`src/rtl/stg_fq.sv`:
```
// rtl/stg_fq.sv - 4-entry fetch queue with registered output stage feeding the translate stage

`ifndef HBIT_ADDR
`define HBIT_ADDR 15
`endif
`ifndef HBIT_DATA
`define HBIT_DATA 23
`endif
`ifndef OPC_NOP
`define OPC_NOP 8'h00
`endif
`ifndef OPC_JCCui
`define OPC_JCCui 8'h2c
`endif

module stg_fq (
  input  logic                iw_clk,
  input  logic                iw_rst,
  input  logic                iw_valid,
  input  logic [`HBIT_ADDR:0] iw_pc,
  input  logic [`HBIT_DATA:0] iw_instr,
  output logic                ow_ready,
  input  logic                iw_stall,
  input  logic                iw_flush,
  output logic                ow_valid,
  output logic [`HBIT_ADDR:0] ow_pc,
  output logic [`HBIT_DATA:0] ow_instr,
  output logic [2:0]          ow_count
);

  // Bubble presented whenever no real word is available.
  localparam logic [`HBIT_DATA:0] NOP_WORD = {`OPC_NOP, 16'b0};

  // Entry storage; contents are never cleared, only pointers and count are.
  logic [`HBIT_ADDR:0] pc_mem    [4];
  logic [`HBIT_DATA:0] instr_mem [4];

  logic [1:0] wr_ptr_q;
  logic [1:0] rd_ptr_q;
  logic [2:0] count_q;

  logic push_en;
  logic pop_en;

  // Ready looks only at the registered count, so a pop never frees a slot
  // for a push on the same edge.
  assign ow_ready = (count_q < 3'd4);
  assign ow_count = count_q;

  // Push/pop qualification; flush overrides both.
  always_comb begin
    push_en = iw_valid & ow_ready & ~iw_flush;
    pop_en  = ~iw_stall & ~iw_flush & (count_q != 3'd0);
  end

  // Entry write at the tail on an accepted push.
  always_ff @(posedge iw_clk) begin
    if (push_en) begin
      pc_mem[wr_ptr_q]    <= iw_pc;
      instr_mem[wr_ptr_q] <= iw_instr;
    end
  end

  // Pointer and occupancy bookkeeping; 2-bit pointers wrap 3->0 naturally.
  always_ff @(posedge iw_clk or negedge iw_rst) begin
    if (!iw_rst) begin
      wr_ptr_q <= 2'd0;
      rd_ptr_q <= 2'd0;
      count_q  <= 3'd0;
    end else if (iw_flush) begin
      wr_ptr_q <= 2'd0;
      rd_ptr_q <= 2'd0;
      count_q  <= 3'd0;
    end else begin
      if (push_en) wr_ptr_q <= wr_ptr_q + 2'd1;
      if (pop_en)  rd_ptr_q <= rd_ptr_q + 2'd1;
      case ({push_en, pop_en})
        2'b10:   count_q <= count_q + 3'd1;
        2'b01:   count_q <= count_q - 3'd1;
        default: count_q <= count_q;
      endcase
    end
  end

  // Output register: load head on advance, bubble when empty, hold on stall.
  // The PC is deliberately left alone on bubbles so the last address stays visible.
  always_ff @(posedge iw_clk or negedge iw_rst) begin
    if (!iw_rst) begin
      ow_valid <= 1'b0;
      ow_pc    <= '0;
      ow_instr <= NOP_WORD;
    end else if (iw_flush) begin
      ow_valid <= 1'b0;
      ow_instr <= NOP_WORD;
    end else if (!iw_stall) begin
      if (count_q != 3'd0) begin
        ow_valid <= 1'b1;
        ow_pc    <= pc_mem[rd_ptr_q];
        ow_instr <= instr_mem[rd_ptr_q];
      end else begin
        ow_valid <= 1'b0;
        ow_instr <= NOP_WORD;
      end
    end
  end

endmodule

```
`config.mk`:
```
export PLATFORM = sky130hd
export DESIGN_NAME = stg_fq
export DESIGN_NICKNAME = d
export VERILOG_FILES = /design/src/rtl/stg_fq.sv
export SDC_FILE = /design/constraint.sdc
export NUM_CORES = 1
export LEC_CHECK = 0
export CAP_MARGIN = 10
export CORE_ASPECT_RATIO = 0.8
export CORE_MARGIN = 10
export CORE_UTILIZATION = 45
export DETAILED_ROUTE_END_ITERATION = 8
export PLACE_DENSITY = 0.7
export SKIP_LAST_GASP = 1
export SLEW_MARGIN = 10
export SYNTH_ARGS = -nofsm -noshare
export SYNTH_HDL_FRONTEND = slang
export SYNTH_SLANG_ARGS = --single-unit
```
`constraint.sdc`:
```
create_clock -name iw_clk -period 2.2 [get_ports iw_clk]
set_input_delay 0.44 -clock iw_clk [delete_from_list [all_inputs] [get_ports iw_clk]]
set_output_delay 0.44 -clock iw_clk [all_outputs]
set_load 0.05 [all_outputs]
```
==> reports/metrics.cfg <==
[worst_setup_path]
required_ns=1.76
path_buf_inv=1
path_delay_family=buffers and inverters
cp-start-kind=flop
path_depth=1
timing.rr.start=ow_count[2]
crit_arrival_ns=1.70
startpoint=ow_pc[13]
crit_path_max_incr_delay_ns=0.83
ff2ff_path_depth=6
path_cells=clkdlybuf4s50_1
r2r_end=ow_count[1]
critical_path_class=flop to output pin
crit_path_top_delay_cell=clkdlybuf4s50_1
cp_max_fo=2
rrSetupSlack_ns=0.41
crit_path_end_kind=output pin

[logic_synthesis]
ys_ff_latch=208
synthTopCellsByCount=edfxtp_1, nand2_1, dfrtp_1
yosysSeqAreaShare=0.7697
syn_nets=446
synthCells=396
synth.distinct_cells=33
synth.cell_area_sq_mm=0.007802
yosysTopAreaCell=edfxtp_1
synth.most_common_cell=edfxtp_1
syn_avg_cell_area_sq_um=19.70
netlist.area_leader.share=0.6158
synth_edf_count=160
async_flop_share=0.2308
ys_warn_count=0
ys_top_cells_by_area=edfxtp_1, dfrtp_1, mux4_2, nand2_1, a22o_1
synthFlopType=edfxtp_1

[timing]
max_slew_margin=0.6457
setup_viol=0
fin_skew_ns=0.01370
maxSlewViolCount=0
fin_hold_ws_ns=0.4765
fin_setup_tns_ns=0
tightest_slew_ns=0.5298
setup_ws_ns=0.05722
hold_viol_final=0
rsz0062_at_grt=false
final.min_clock_period_ns=2.143
fin_crit_sh=0.9740
max_freq_ghz=0.4667

[clock_network]
cts.sinks=208
clkTransAtPathRegs_ns=0.06
cts_tree=done
clk_latency_ns=0.48
ctsHtreeMaxLevel=1
clk_path_buf_depth=3
numCtsBuffers=20
cts-root-buf=clkbuf_16

[global_routing]
grt_pass1_vias=4181
grt_start_max_net_pins=42
grt_pass1_wl_mm=24.01
antenna_found_initial=1
track_usage=0.1333
globalRouteOverflowTotal=0

[layout]
area_delta_synth_final_pct=24.97
finalInstanceArea_sq_mm=0.009751
drive_gt1_frac=0.2084
fin_nets=559
fill_cells=1230
fin_cells=744

[drt]
wire_per_inst_um=20.45
wl_mm=15.22
drc_errors=0
drt_iter0_markers=221
ant_nets=0
vias_per_cell=5.332
first_pass_iters=4
vias=3967

[place]
place_congestion=0.8101
placed_cell_area_sq_mm=0.009090
dp_hpwl_mm=9.868
port_buffers=89
dp.cells=706
place_ws_ns=0.04095

[floorplanning]
dieArea_sq_mm=0.02304
io-pin-count=90
std_cell_rows=42
die-width_um=167.2
die_h_um=137.8
core_sq_mm=0.01676
initial_core_util=0.4654

[hold_path]
min_from=ow_pc[14]
whs_path_depth=2
hold-path-endpoint=ow_pc[14]
hp-class=flop to flop

[outcome]
status=finished, final reports clean

[power]
p_leak_nw=3.452
power_per_cell_area_mw_per_mm2=999.4
peakVddDrop_mv=0.6815

[flow_run]
cap_violations=0

[where the power goes]
group	internal [mW]	total [mW]	switching (mW)
combinational	0.668	1.75	1.08
clock	1.99	3.32	1.33
sequential	4.52	4.67	0.148
total	7.18	9.74	2.56
[how the worst max path moves through the flow]
stage | end | slack (ns)
3_5_place_dp | instr_mem[1][8] | 0.04
5_1_grt | ow_pc[13] | 0.004
4_1_cts | ow_pc[13] | 0.04
2_1_floorplan | ow_count[1] | 0.03
6_report | ow_pc[13] | 0.06
3_3_place_gp | ow_count[1] | 0.07
[timing repair]
action,CTS,global route
hold buffers,1,0
setup endpoints to repair,4,0
gates resized for setup,4,0
hold endpoints to repair,48,0
buffers inserted,0,0
[cell usage in the layout (no fill, tap or decap), types with 2 or more instances in the layout]
cell,count
clkdlybuf4s50_1,84
a22o_1,24
clkinv_1,2
dfrtp_1,43
nor3_4,2
and2_2,4
buf_12,6
or3_1,2
clkbuf_16,21
clkbuf_8,4
ha_1,4
dlygate4sd2_1,4
dfrtp_2,4
clkinv_2,4
xnor2_1,3
a21oi_1,3
nor2_1,4
clkbuf_1,4
inv_1,5
mux4_2,40
edfxtp_1,160
buf_4,17
o21ai_0,3
nand2b_1,2
nor2b_2,2
nor3_1,2
nand2_1,56
[flip-flops by register name, summed over array words and instances (netlist names)]
name and cells:
instr_mem 96, wr_ptr_q 2, pc_mem 64, rd_ptr_q 2, ow_pc 16, ow_count 3
ow_valid 1, ow_instr 24
[layout make-up]
cell class | instances | area [sq um] | area share
well taps | 220 | 275.3 | 0.02823
repair buffers | 113 | 1139 | 0.1168
inverters | 5 | 18.77 | 0.001925
clock inverters | 7 | 57.56 | 0.005903
clock buffers | 29 | 595.6 | 0.06108
flip-flops and latches | 208 | 6015 | 0.6168
diodes | 1 | 2.502 | 0.0002566
multi-input cells | 161 | 1648 | 0.1690
[per-layer routing]
layer | vias to the layer above | GRT usage | part of all wire | wire, um
li1 | 1772 | - | - | -
met1 | 2039 | 0.1812 | 0.45 | 6817
met2 | 130 | 0.2088 | 0.46 | 7000
met3 | 24 | 0.03901 | 0.077 | 1172
met4 | 2 | 0.03137 | 0.014 | 216
met5 | - | 0 | 0.00072 | 11
[metrics by stage]
| stage | util | power (mW) |
|---|---|---|
| 4_1_cts | 0.5815 | 9.845 |
| 6_report | 0.5817 | 9.745 |
| 2_1_floorplan | - | 5.842 |
| 5_1_grt | 0.5815 | 10.12 |
| 3_3_place_gp | 0.5422 | 6.499 |
| 3_5_place_dp | 0.5422 | 6.530 |
[cell families after synthesis]
family | count (synthesis) | share of synthesized area
XOR/XNOR | 3 | 0.003368
AND/OR/NAND/NOR | 77 | 0.04426
flip-flops | 208 | 0.7697
adder cells (fa/ha/maj) | 5 | 0.008980
multiplexers | 41 | 0.1167
AO/OA/AOI/OAI | 35 | 0.03576
buffers and inverters | 27 | 0.02117
(Power assumes the default switching activity.)
